--- config.mk ---
export PLATFORM = sky130hd
export DESIGN_NAME = div_sqrt_quotient_collector_flat
export DESIGN_NICKNAME = d
export VERILOG_FILES = /design/src/rtl/div_sqrt_quotient_collector_if.sv /design/src/rtl/div_sqrt_quotient_collector.sv /design/src/flat_wrapper.sv
export SDC_FILE = /design/constraint.sdc
export NUM_CORES = 1
export LEC_CHECK = 0
export ABC_AREA = 1
export BUFFER_PORTS_ARGS = -buffer_cell sky130_fd_sc_hd__buf_2
export CAP_MARGIN = 20
export CORE_ASPECT_RATIO = 1.2
export CORE_MARGIN = 8
export CORE_UTILIZATION = 43
export CTS_BUF_LIST = sky130_fd_sc_hd__clkbuf_4 sky130_fd_sc_hd__clkbuf_8 sky130_fd_sc_hd__clkbuf_16
export CTS_CLUSTER_SIZE = 30
export DETAILED_ROUTE_END_ITERATION = 8
export GPL_ROUTABILITY_DRIVEN = 0
export GPL_TIMING_DRIVEN = 0
export HOLD_SLACK_MARGIN = 0.08
export PLACE_DENSITY = 0.74
export SLEW_MARGIN = 25
export SYNTH_ARGS = -nofsm -noshare
export SYNTH_HDL_FRONTEND = slang
export SYNTH_SLANG_ARGS = --single-unit
--- constraint.sdc ---
create_clock -name Clk_CI -period 2.75 [get_ports Clk_CI]
set_input_delay 0.275 -clock Clk_CI [delete_from_list [all_inputs] [get_ports Clk_CI]]
set_output_delay 0.275 -clock Clk_CI [all_outputs]
set_load 0.01 [all_outputs]
--- src/rtl/div_sqrt_quotient_collector_if.sv ---
// Handshake/data bundle between the div/sqrt iteration cell, control FSM and quotient collector.
// Carries no logic; the master modport is the driver side (control + iteration cell),
// the slave modport is the collector itself.
interface div_sqrt_quotient_collector_if #(
  parameter int C_WIDTH = 54,
  parameter int C_CNT_W = 6
);
  logic               Start_SI;
  logic               Kill_SI;
  logic [C_CNT_W-1:0] Iter_num_DI;
  logic               Bit_valid_SI;
  logic               Carry_DI;
  logic               Rem_zero_SI;
  logic               Add_sub_SO;
  logic               Busy_SO;
  logic               Done_SO;
  logic [C_WIDTH-1:0] Quot_DO;
  logic               Sticky_SO;

  modport master (
    output Start_SI, Kill_SI, Iter_num_DI, Bit_valid_SI, Carry_DI, Rem_zero_SI,
    input  Add_sub_SO, Busy_SO, Done_SO, Quot_DO, Sticky_SO
  );

  modport slave (
    input  Start_SI, Kill_SI, Iter_num_DI, Bit_valid_SI, Carry_DI, Rem_zero_SI,
    output Add_sub_SO, Busy_SO, Done_SO, Quot_DO, Sticky_SO
  );
endinterface

--- src/rtl/div_sqrt_quotient_collector.sv ---
// Purpose: shifts iteration-cell carry-outs into the quotient, derives sticky, steers add/sub.
// Latency: Done pulses one cycle after the N-th valid bit is sampled (N+1 cycles with no stalls).
// Backpressure: none; Bit_valid_SI low simply stalls collection, bits outside COLLECT are dropped.
module div_sqrt_quotient_collector #(
  parameter int C_WIDTH = 54,
  parameter int C_CNT_W = 6
) (
  input  logic                        Clk_CI,
  input  logic                        Rst_RI,
  div_sqrt_quotient_collector_if.slave bus
);

  typedef enum logic [1:0] {
    IDLE    = 2'd0,
    COLLECT = 2'd1,
    DONE    = 2'd2
  } state_e;

  localparam logic [C_CNT_W-1:0] MAX_N = C_CNT_W'(C_WIDTH);

  state_e             state_q, state_d;
  logic [C_WIDTH-1:0] quot_q, quot_d;
  logic [C_CNT_W-1:0] cnt_q, cnt_d;
  logic [C_CNT_W-1:0] n_q, n_d;
  logic               add_sub_q, add_sub_d;
  logic               sticky_q, sticky_d;

  logic [C_CNT_W-1:0] n_sat;
  logic [C_CNT_W-1:0] cnt_inc;

  // Zero or oversize iteration counts mean "full width".
  always_comb begin
    n_sat = bus.Iter_num_DI;
    if ((bus.Iter_num_DI == '0) || (bus.Iter_num_DI > MAX_N)) begin
      n_sat = MAX_N;
    end
  end

  assign cnt_inc = cnt_q + 1'b1;

  // Next-state and datapath: kill beats start, start beats an incoming bit.
  always_comb begin
    state_d   = state_q;
    quot_d    = quot_q;
    cnt_d     = cnt_q;
    n_d       = n_q;
    add_sub_d = add_sub_q;
    sticky_d  = sticky_q;

    if (bus.Kill_SI) begin
      state_d   = IDLE;
      quot_d    = '0;
      cnt_d     = '0;
      add_sub_d = 1'b1;
      sticky_d  = 1'b0;
    end else if (bus.Start_SI) begin
      state_d   = COLLECT;
      quot_d    = '0;
      cnt_d     = '0;
      n_d       = n_sat;
      add_sub_d = 1'b1;
      sticky_d  = 1'b0;
    end else begin
      unique case (state_q)
        COLLECT: begin
          if (bus.Bit_valid_SI) begin
            quot_d    = {quot_q[C_WIDTH-2:0], bus.Carry_DI};
            cnt_d     = cnt_inc;
            add_sub_d = bus.Carry_DI;
            if (cnt_inc == n_q) begin
              // A negative remainder also reads as nonzero; rounding corrects it later.
              sticky_d = ~bus.Rem_zero_SI;
              state_d  = DONE;
            end
          end
        end
        DONE:    state_d = IDLE;
        default: state_d = IDLE;
      endcase
    end
  end

  // State and datapath registers with asynchronous reset.
  always_ff @(posedge Clk_CI or posedge Rst_RI) begin
    if (Rst_RI) begin
      state_q   <= IDLE;
      quot_q    <= '0;
      cnt_q     <= '0;
      n_q       <= MAX_N;
      add_sub_q <= 1'b1;
      sticky_q  <= 1'b0;
    end else begin
      state_q   <= state_d;
      quot_q    <= quot_d;
      cnt_q     <= cnt_d;
      n_q       <= n_d;
      add_sub_q <= add_sub_d;
      sticky_q  <= sticky_d;
    end
  end

  assign bus.Quot_DO    = quot_q;
  assign bus.Sticky_SO  = sticky_q;
  assign bus.Add_sub_SO = add_sub_q;
  assign bus.Busy_SO    = (state_q == COLLECT);
  assign bus.Done_SO    = (state_q == DONE);

endmodule

--- src/flat_wrapper.sv ---
// flat-port wrapper written by rule: the top's interface ports become plain ports
module div_sqrt_quotient_collector_flat 
#(
  parameter int C_WIDTH = 54,
  parameter int C_CNT_W = 6
)
  (Clk_CI, Rst_RI, bus_Start_SI, bus_Kill_SI, bus_Iter_num_DI, bus_Bit_valid_SI, bus_Carry_DI, bus_Rem_zero_SI, bus_Add_sub_SO, bus_Busy_SO, bus_Done_SO, bus_Quot_DO, bus_Sticky_SO);
  div_sqrt_quotient_collector_if #(.C_WIDTH(C_WIDTH), .C_CNT_W(C_CNT_W)) bus_i ();
  input  logic Clk_CI;
  input  logic Rst_RI;
  input wire logic [$bits(bus_i.Start_SI)-1:0] bus_Start_SI;
  input wire logic [$bits(bus_i.Kill_SI)-1:0] bus_Kill_SI;
  input wire logic [$bits(bus_i.Iter_num_DI)-1:0] bus_Iter_num_DI;
  input wire logic [$bits(bus_i.Bit_valid_SI)-1:0] bus_Bit_valid_SI;
  input wire logic [$bits(bus_i.Carry_DI)-1:0] bus_Carry_DI;
  input wire logic [$bits(bus_i.Rem_zero_SI)-1:0] bus_Rem_zero_SI;
  output wire logic [$bits(bus_i.Add_sub_SO)-1:0] bus_Add_sub_SO;
  output wire logic [$bits(bus_i.Busy_SO)-1:0] bus_Busy_SO;
  output wire logic [$bits(bus_i.Done_SO)-1:0] bus_Done_SO;
  output wire logic [$bits(bus_i.Quot_DO)-1:0] bus_Quot_DO;
  output wire logic [$bits(bus_i.Sticky_SO)-1:0] bus_Sticky_SO;
  assign bus_i.Start_SI = bus_Start_SI;
  assign bus_i.Kill_SI = bus_Kill_SI;
  assign bus_i.Iter_num_DI = bus_Iter_num_DI;
  assign bus_i.Bit_valid_SI = bus_Bit_valid_SI;
  assign bus_i.Carry_DI = bus_Carry_DI;
  assign bus_i.Rem_zero_SI = bus_Rem_zero_SI;
  assign bus_Add_sub_SO = bus_i.Add_sub_SO;
  assign bus_Busy_SO = bus_i.Busy_SO;
  assign bus_Done_SO = bus_i.Done_SO;
  assign bus_Quot_DO = bus_i.Quot_DO;
  assign bus_Sticky_SO = bus_i.Sticky_SO;
  div_sqrt_quotient_collector #(.C_WIDTH(C_WIDTH), .C_CNT_W(C_CNT_W)) u_core (.Clk_CI(Clk_CI), .Rst_RI(Rst_RI), .bus(bus_i));
endmodule
# After elaboration in Yosys (flattened, before gate mapping)
# Cells that the tools add are included.
# totals
reg_bits	70
inputBits	13
output_inout_bits	58
elab_cells	47
# op_classes
addsub	1
n_lt_le_gt_ge	1
eq_ne	5
mux	23
bitwise	2
n_reduce_logical	9
# op_table
operator	n
$mux W54	4
$mux W6	5
$mux W2	5
$mux W1	9
$reduce_bool A3 Y1	3
$add A6 B1 Y6 const B	1
$eq A6 B6 Y1	1
$gt A6 B6 Y1 const B	1
$logic_not A6 Y1	1
$reduce_and A2 Y1	3
$ne A4 B3 Y1 const B	1
$ne A4 B4 Y1 const B	1
$reduce_and A3 Y1	1
$eq A2 B1 Y1 const B	1
$eq A2 B2 Y1 const B	1
$not A1 Y1	2
$logic_or A1 B1 Y1	1

# Depth between registers and ports, before layout
# Gate-level depths: netlist of the first run.
# depth
word_depth	7
mapped_depth	11
ltp_nobuf	11

# Worst setup path after synthesis of the first run
# Ideal clock, no wire load.
# synth_path
path_kind	reg2reg
startpoint	register u_core.cnt_q[0]
endpoint	register u_core.state_q[0]
setup_ps	117
arrival_ps	1335
required_time_ps	2633
slack_ps	1298
stages_incl_launch_ff	11
path_buffers	0
synth_period_minus_slack_ps	1452
cell_sequence	dfrtp_1 > ha_1 > inv_1 > nand2_1 > nand2_1 > nor2_1 > nand3_2 > nor2_4 > nand3_1 > nand2_1 > nand2_1
# synth_via
elab_chain_cells	4
# synth_lines
element	line_no	source
start: declaration	div_sqrt_quotient_collector.sv:23	logic [C_CNT_W-1:0] cnt_q, cnt_d;
start signal: assignment	div_sqrt_quotient_collector.sv:95	cnt_q <= cnt_d;
$add A6 B1 Y6	div_sqrt_quotient_collector.sv:39	assign cnt_inc = cnt_q + 1'b1;
$eq A6 B6 Y1	div_sqrt_quotient_collector.sv:70	if (cnt_inc == n_q) begin
$ne A4 B3 Y1 (no line)	--	
$reduce_and A2 Y1 (no line)	--	
end signal: assignment	div_sqrt_quotient_collector.sv:93	state_q <= state_d;
end: declaration	div_sqrt_quotient_collector.sv:21	state_e state_q, state_d;
# Every way passes these cells.
# A chain may end at the register's enable or synchronous reset.

# Final worst setup path of the first run
# Ends and elaborated chain as after synthesis.

==> metrics.txt, run 1 <==
Hold Path End=u_core.bus.Add_sub_SO; Starting DRT DRC Count=81; status=finished clean; Initial Util=0.443; sw frac=0.221; Pleak=0.00180 uW; sequential share of power=0.510; synth warn=0; Yosys reg bits=70; largest cells by area after synthesis=dfrtp_1 54%, inv_1 9.3%, o22ai_1 9.1%; row cnt=33; clock sink count=70; Critical Path Source=u_core.cnt_q[0]; first-pass GRT wire length=11200 um; Synth top area share=0.539; Final Max Slew Viols=0; slowest stage delay, CP=0.47 ns; Final Hold Fails=0; post-route ant nets=0; Vias=2306; maximum vdd drop=0.000263 V; worst path cell trace=ha_1, inv_1, nand2_1, nand2_1, nor2_1, nand3_2, nor2_4, nand3_1, nand2_1, nand2_1; unrepaired setup endpoints after global routing=no; CP required=2.97 ns; via-per-instance ratio=4.78; Setup Total Neg Slack=0 ns; DR pass1 iterations=4; Total Nets Final=406; net switching power=459 uW; Post-Syn Area per Cell=9.77 sq um; Most common cell on crit path=nand2_1; kind of critical path=flop to flop; Worst Hold Launch=bus_Carry_DI; top cells by count, synth=75 x inv_1, 65 x dfrtp_1, 44 x o22ai_1, 34 x nand2_1, 13 x o21ai_0; setup violators final=0; met3 wire len=372 um; gr ovfl total=0; core footprint=6810 sq um; CP Capture Type=flop; Port Buffers=70; final worst-path cycle share=0.591; Worst Skew=0.00836 ns; crit path launch type=flop; Seq/Total Area, Yosys=0.583; crit path max fanout=7; share of cells above drive strength 1=0.327; internal power=1620 uW; Cells on Worst Hold Path=3; largest net degree at the start of global routing=47; clk root buf=clkbuf_8; post-DP HPWL=4850 um; count leader, synth=inv_1; Die Width=92.5 um; PD cells=560 nW/um^2; CTS Buf Count=9; Combinational Power Share=0.068; DR WL/cell=13.7 um; Synth Cell Area=3020 sq um; worst r2r path cells=10; max-cap viol count=0; P&R area growth vs syn=23.3%; die height=108 um; top sig layer=met4; Routed met1 length=2800 um; H-tree depth=3; Syn Inst Count=309; EDFF count, synth=0; Met2 Wirelength=3350 um; hold crit path type=input pin to flop; # DRC=0; Worst R2R Setup Slack=1.12 ns; minimum clock period after layout=1.63 ns; gr usage total=0.141; initial antenna violation count=0; die area=9970 sq um; fill count=630; final wirelength=6610 um; CTS clock-pin slew for the worst setup and hold paths=0.06 ns; area of the multi-input gates=862 sq um; # diodes=0; Worst-Margin Slew=0.445 ns; Synth cell types=23; FMAX=615 MHz; Max transition margin=0.703; Crit-path slowest cell=dfrtp_1; Clock Latency Late Sink=0.34 ns; Critical R2R Capture=u_core.state_q[0]; storage element area=1760 sq um; end-of-flow core utilization=0.546; setup bufs post-CTS=0; CTS tree=built; Synth Flop Type=dfrtp_1; # IOs=71; Synth area leader=dfrtp_1; number of global-route vias before repair=2407; Clock Power Share=0.422; Worst Path Arrival=1.85 ns; FFs w/ async S/R, synth=1.00; Reg-to-Reg Start=u_core.cnt_q[0]; Syn Nets=323; Max clock buf depth=2
metrics by stage:
| stage | worst slack (ns) | cells | area (sq um) | total power [uW] | hold WS [ns] |
|---|---|---|---|---|---|
| final | 1.12 | 482 | 3720 | 2080 | 0.191 |
| after global routing | 0.936 | 482 | 3720 | 2170 | 0.203 |
| after CTS | 1.12 | 482 | 3720 | 2110 | 0.184 |
| after detailed placement | 1.13 | 467 | 3500 | 1220 | 0.268 |
| after global placement | -0.0454 | 466 | 3480 | 1210 | 0.468 |
| after floorplan | 0.715 | 309 | 3020 | 1180 | 0.384 |
power by group through the flow:
stage,Combinational [uW],Sequential (uW),Clock (uW)
4_1_cts,144,1060,901
2_1_floorplan,99.6,1080,0
6_report,141,1060,879
3_3_place_gp,134,1080,0
3_5_place_dp,141,1080,0
5_1_grt,160,1060,947
cells by family (layout without fill, tap and decap cells):
group           count (synthesis)  after routing  synth area share
buf+inv                        94            180             0.132
simple gates                   73             73             0.118
fa+ha+maj                       1              1           0.00415
compound gates                 71             71             0.163
flops                          70             70             0.583
placed cells by master (no fill, tap or decap):
master,count
inv_1,74
nor3_1,1
nand2_2,1
inv_2,6
o21ai_0,13
nand3_2,3
clkbuf_8,10
nand4_1,4
clkinv_2,1
ha_1,1
nor2_4,3
nand2_4,1
inv_4,1
o21ai_1,1
nand2_1,34
clkbuf_1,2
dfrtp_1,65
a21oi_1,2
o22ai_2,11
clkinvlp_4,1
or2_2,2
nand3_1,12
buf_6,5
buf_2,76
bufinv_16,2
nor2_1,12
dlygate4sd3_1,1
buf_12,1
o22ai_1,44
dfstp_2,5
routing by layer:
metal	track usage	up-vias
met5	0	-
met4	0.0588	0
met3	0.0475	7
met2	0.236	42
met1	0.159	1094
li1	-	1163
state kept, by name, summed over array words and instances, names as in the netlist:
signal and count:
u_core.bus.Sticky_SO 1, u_core.bus.Quot_DO 54, u_core.cnt_q 6, u_core.n_q 6, u_core.bus.Add_sub_SO 1, u_core.state_q 2
critical path, delay by kind of cell (launching register included):
| kind | cells | cell delay (ns) |
|---|---|---|
| buffers and inverters | 1 | 0.05 |
| and+or+nand+nor | 8 | 0.67 |
| DFF | 1 | 0.47 |
| adders and majority gates | 1 | 0.34 |
final cells by class:
cell class | instances | share of cell area
buffer | 13 | 0.0252
clock buffer | 10 | 0.0370
clock inverter | 4 | 0.0195
inverter | 81 | 0.0824
multi-input combinational | 145 | 0.232
sequential | 70 | 0.473
tap | 87 | 0.0293
timing repair buffer | 72 | 0.102
timing repair:
action	in CTS	in global routing
gates resized for setup	0	0
hold buffers	1	0
hold endpoints to repair	20	0
how the worst max path moves through the flow:
stage | end | cells past startpoint
4_1_cts | u_core.state_q[0] | 11
6_report | u_core.state_q[0] | 10
3_3_place_gp | u_core.bus.Quot_DO[16] | 2
5_1_grt | u_core.state_q[0] | 10
2_1_floorplan | u_core.bus.Quot_DO[0] | 1
3_5_place_dp | u_core.state_q[0] | 11
Note: power is estimated with default switching activity, not from simulation.
==> run 2, diff against run 1 <==
Settings changed: ABC_AREA 1 to 0.
Clock period 2.75 ns to 1.56 ns, I/O delays scaled along.
==> run 2 against run 1 <==
Compared with the run above:
- the run now ends with negative setup slack left
- routed wire length grew 11%
- highest routed layer unchanged
- cell count grew 7.3%
- die area shrank 0.38%
- critical path depth shrank 4
- worst setup slack lost 1.4 ns
- critical path type unchanged
- sequential cell count is the same
- sequential power grew 76%
- sequential share of layout area shrank 1.5 points
- hold slack lost 0.10 ns
- non-clock buffer count grew 17
==> metrics.txt, run 2 <==
Critical R2R Capture=u_core.bus.Sticky_SO (was u_core.state_q[0]); Pleak=0.00179 uW (was 0.00180 uW); Port Buffers=70 (unchanged); Vias=2612 (was 2306); setup violators final=3 (was 0); end-of-flow core utilization=0.564 (was 0.546); Worst Path Arrival=2.06 ns (was 1.85 ns); Max clock buf depth=2 (unchanged); fill count=638 (was 630); Clock Latency Late Sink=0.34 ns (about the same); Crit-path slowest cell=or4b_4 (was dfrtp_1); PD cells=897 nW/um^2 (was 560 nW/um^2); failing checks=negative setup slack; Total Nets Final=439 (was 406); Yosys reg bits=70 (unchanged); Critical Path Sink=u_core.bus.Sticky_SO (was u_core.state_q[0]); H-tree depth=3 (unchanged); Synth Cell Area=3000 sq um (was 3020 sq um); largest cells by area after synthesis=dfrtp_1 54%, nand2_1 14%, a21oi_1 10% (was dfrtp_1 54%, inv_1 9.3%, o22ai_1 9.1%); status=finished, violations left (was finished clean); Die Width=92.3 um (was 92.5 um); core footprint=6810 sq um (unchanged); CP required=1.79 ns (was 2.97 ns); kind of critical path=flop to flop (unchanged); EDFF count, synth=0 (unchanged); Starting DRT DRC Count=101 (was 81); storage element area=1760 sq um (about the same); synth warn=0 (unchanged); Final Max Slew Viols=0 (unchanged); number of global-route vias before repair=2741 (was 2407); die area=9930 sq um (was 9970 sq um); multiplexer share of the synthesized area=0.00500 (was 0); # IOs=71 (unchanged); CTS clock-pin slew for the worst setup and hold paths=0.07 ns (was 0.06 ns); Finished Layout Cells=517 (was 482); area of the multi-input gates=1180 sq um (was 862 sq um); first-pass GRT wire length=12500 um (was 11200 um); FFs w/ async S/R, synth=1.00 (unchanged); Synth cell types=35 (was 23); Total Power=3450 uW (was 2080 uW); P&R area growth vs syn=27.9% (was 23.3%); initial antenna violation count=0 (unchanged); worst path cell trace=ha_4, nor2b_4, or4b_4, nand3_4, nand3_2, mux2_4 (was ha_1, inv_1, nand2_1, nand2_1, nor2_1, nand3_2, nor2_4, nand3_1, nand2_1, nand2_1); unrepaired setup endpoints after global routing=yes (was no); final worst-path cycle share=1.18 (was 0.591); setup ws final=-0.275 ns (was 1.12 ns); gr ovfl total=0 (unchanged); Synth Area in XOR/XNOR=0.0346 (was 0); Crit path max-delay family=simple AND/OR/NAND/NOR gates (unchanged); Max transition margin=0.690 (was 0.703); area share of and/or/nand/nor cells after synthesis=0.217 (was 0.118); largest family of logic cells by synthesized area=simple AND/OR/NAND/NOR gates (was compound AO/OA/AOI/OAI gates); CTS tree=built (unchanged); # diodes=0 (unchanged); final wirelength=7310 um (was 6610 um); Synth Area in Adders=0.00416 (was 0.00415); max FFs per register=54 (unchanged); worst r2r path cells=6 (was 10); hold crit path type=input pin to flop (unchanged); Seq/Total Area, Yosys=0.585 (was 0.583); largest net degree at the start of global routing=34 (was 47); worst path bufs/invs=0 (was 1); row cnt=33 (unchanged); Crit. path cell count=6 (was 10); Reg-to-Reg Start=u_core.cnt_q[0] (unchanged); gr usage total=0.155 (was 0.141); CTS Buf Count=9 (unchanged); Final Hold Fails=0 (unchanged); count leader, synth=nand2_1 (was inv_1); number of cells after detailed placement=492 (was 467); crit path max fanout=5 (was 7); commonest non-fill, non-tap cell in the layout=nand2_1 (was buf_2); DR WL/cell=14.1 um (was 13.7 um); clock sink count=70 (unchanged); post-route ant nets=0 (unchanged); Synth top area share=0.541 (was 0.539); Post-Syn Area per Cell=9.02 sq um (was 9.77 sq um); slowest stage delay, CP=0.53 ns (was 0.47 ns); Initial Util=0.441 (was 0.443); clk root buf=clkbuf_8 (unchanged); max-cap viol count=0 (unchanged); Synth Flop Type=dfrtp_1 (unchanged); Synth area leader=dfrtp_1 (unchanged); via-per-instance ratio=5.05 (was 4.78); die height=108 um (about the same); top cells by count, synth=116 x nand2_1, 65 x dfrtp_1, 61 x a21oi_1, 19 x nor2_1, 15 x clkbuf_1 (was 75 x inv_1, 65 x dfrtp_1, 44 x o22ai_1, 34 x nand2_1, 13 x o21ai_0); Synth Area in Compound Gates=0.118 (was 0.163); Critical Path Source=u_core.cnt_q[0] (unchanged); FMAX=545 MHz (was 615 MHz); # DRC=0 (unchanged); Final Cell Area=3840 sq um (was 3720 sq um); post-DP HPWL=5340 um (was 4850 um); maximum vdd drop=0.000580 V (was 0.000263 V); minimum clock period after layout=1.83 ns (was 1.63 ns); Syn Nets=347 (was 323); Worst Skew=0.00553 ns (was 0.00836 ns); crit path launch type=flop (unchanged); CP Capture Type=flop (unchanged); Worst R2R Setup Slack=-0.27 ns (was 1.12 ns); share of cells above drive strength 1=0.286 (was 0.327); Syn Inst Count=333 (was 309); most frequent cells in the layout=115 x nand2_1, 70 x buf_2, 64 x dfrtp_1, 61 x a21oi_1, 19 x nor2_1 (was 76 x buf_2, 74 x inv_1, 65 x dfrtp_1, 44 x o22ai_1, 34 x nand2_1); Worst-Margin Slew=0.464 ns (was 0.445 ns); DP Area=3520 sq um (was 3500 sq um); DR pass1 iterations=4 (unchanged)
[run 2: cell count changes after synthesis, moves of 3 or more]
cell      change
o22ai_2      -11
nor2_4        -3
nor2_1        +7
a21oi_1      +59
o21ai_0      -12
inv_1        -69
nand2_1      +82
buf_6         -5
clkbuf_1     +13
o22ai_1      -42
inv_2         -6
nand3_1      -10
xnor2_1       +7
xor2_1        +3
[run 2: cell type report]
class                   count  area share
repair buffers             82       0.127
clock inverters             4     0.00619
clock buffers              12      0.0381
multi-input cells         236       0.306
plain buffers              20      0.0296
inverters                   6     0.00684
well taps                  87      0.0283
flip-flops and latches     70       0.458
[run 2: metal layers]
| metal | global-route usage | part of all wire |
|---|---|---|
| met5 | 0 | 0 |
| met4 | 0.0704 | 0.013 |
| met3 | 0.0551 | 0.062 |
| met2 | 0.259 | 0.50 |
| met1 | 0.175 | 0.42 |
[run 2: worst min-delay path by stage]
stage / from / endpoint / slack, ns / depth (start not counted)
after detailed placement: Rst_RI / u_core.bus.Quot_DO[44] / 0.20 / 2
after global placement: bus_Kill_SI / u_core.state_q[0] / 0.35 / 2
after CTS: bus_Iter_num_DI[1] / u_core.n_q[1] / 0.08 / 3
final: bus_Iter_num_DI[1] / u_core.n_q[1] / 0.09 / 3
after global routing: bus_Iter_num_DI[5] / u_core.n_q[5] / 0.1 / 3
after floorplan: bus_Kill_SI / u_core.state_q[0] / 0.22 / 1
[run 2: kinds of logic (layout without fill, tap and decap cells)]
family | Yosys count | after routing
xor gates and xnor gates | 11 | 11
muxes | 1 | 1
AOI/OAI and AO/OA | 68 | 68
DFF | 70 | 70
and+or+nand+nor | 155 | 155
adders and majority gates | 1 | 1
buffers and inverters | 27 | 124
[run 2: worst min-delay path: stages]
cell and delay, ns:
buf_2 0.11, nor2_1 0.09, a21oi_1 0.07
[run 2: power by group]
part / switching, uW / total, uW / internal (uW)
clock: 661 / 1290 / 626
sequential: 20.4 / 1870 / 1850
combinational: 181 / 288 / 107
total: 862 / 3450 / 2580
[run 2: repair_timing]
item,CTS,global route
pin swaps,2,1
hold endpoints to repair,19,0
resized for setup,15,10
gates cloned,0,0
setup buffers,3,1
endpoints found under the setup margin,57,54
hold buffers,6,0
[run 2: through the flow]
stage / setup slack (ns) / hold WS (ns) / TNS (ns)
after floorplan: -0.245 / 0.222 / -0.365
after global placement: -0.337 / 0.354 / -7.53
after detailed placement: -0.361 / 0.195 / -9.84
after CTS: -0.262 / 0.0833 / -0.532
after global routing: -0.305 / 0.0996 / -0.668
final: -0.275 / 0.0913 / -0.571
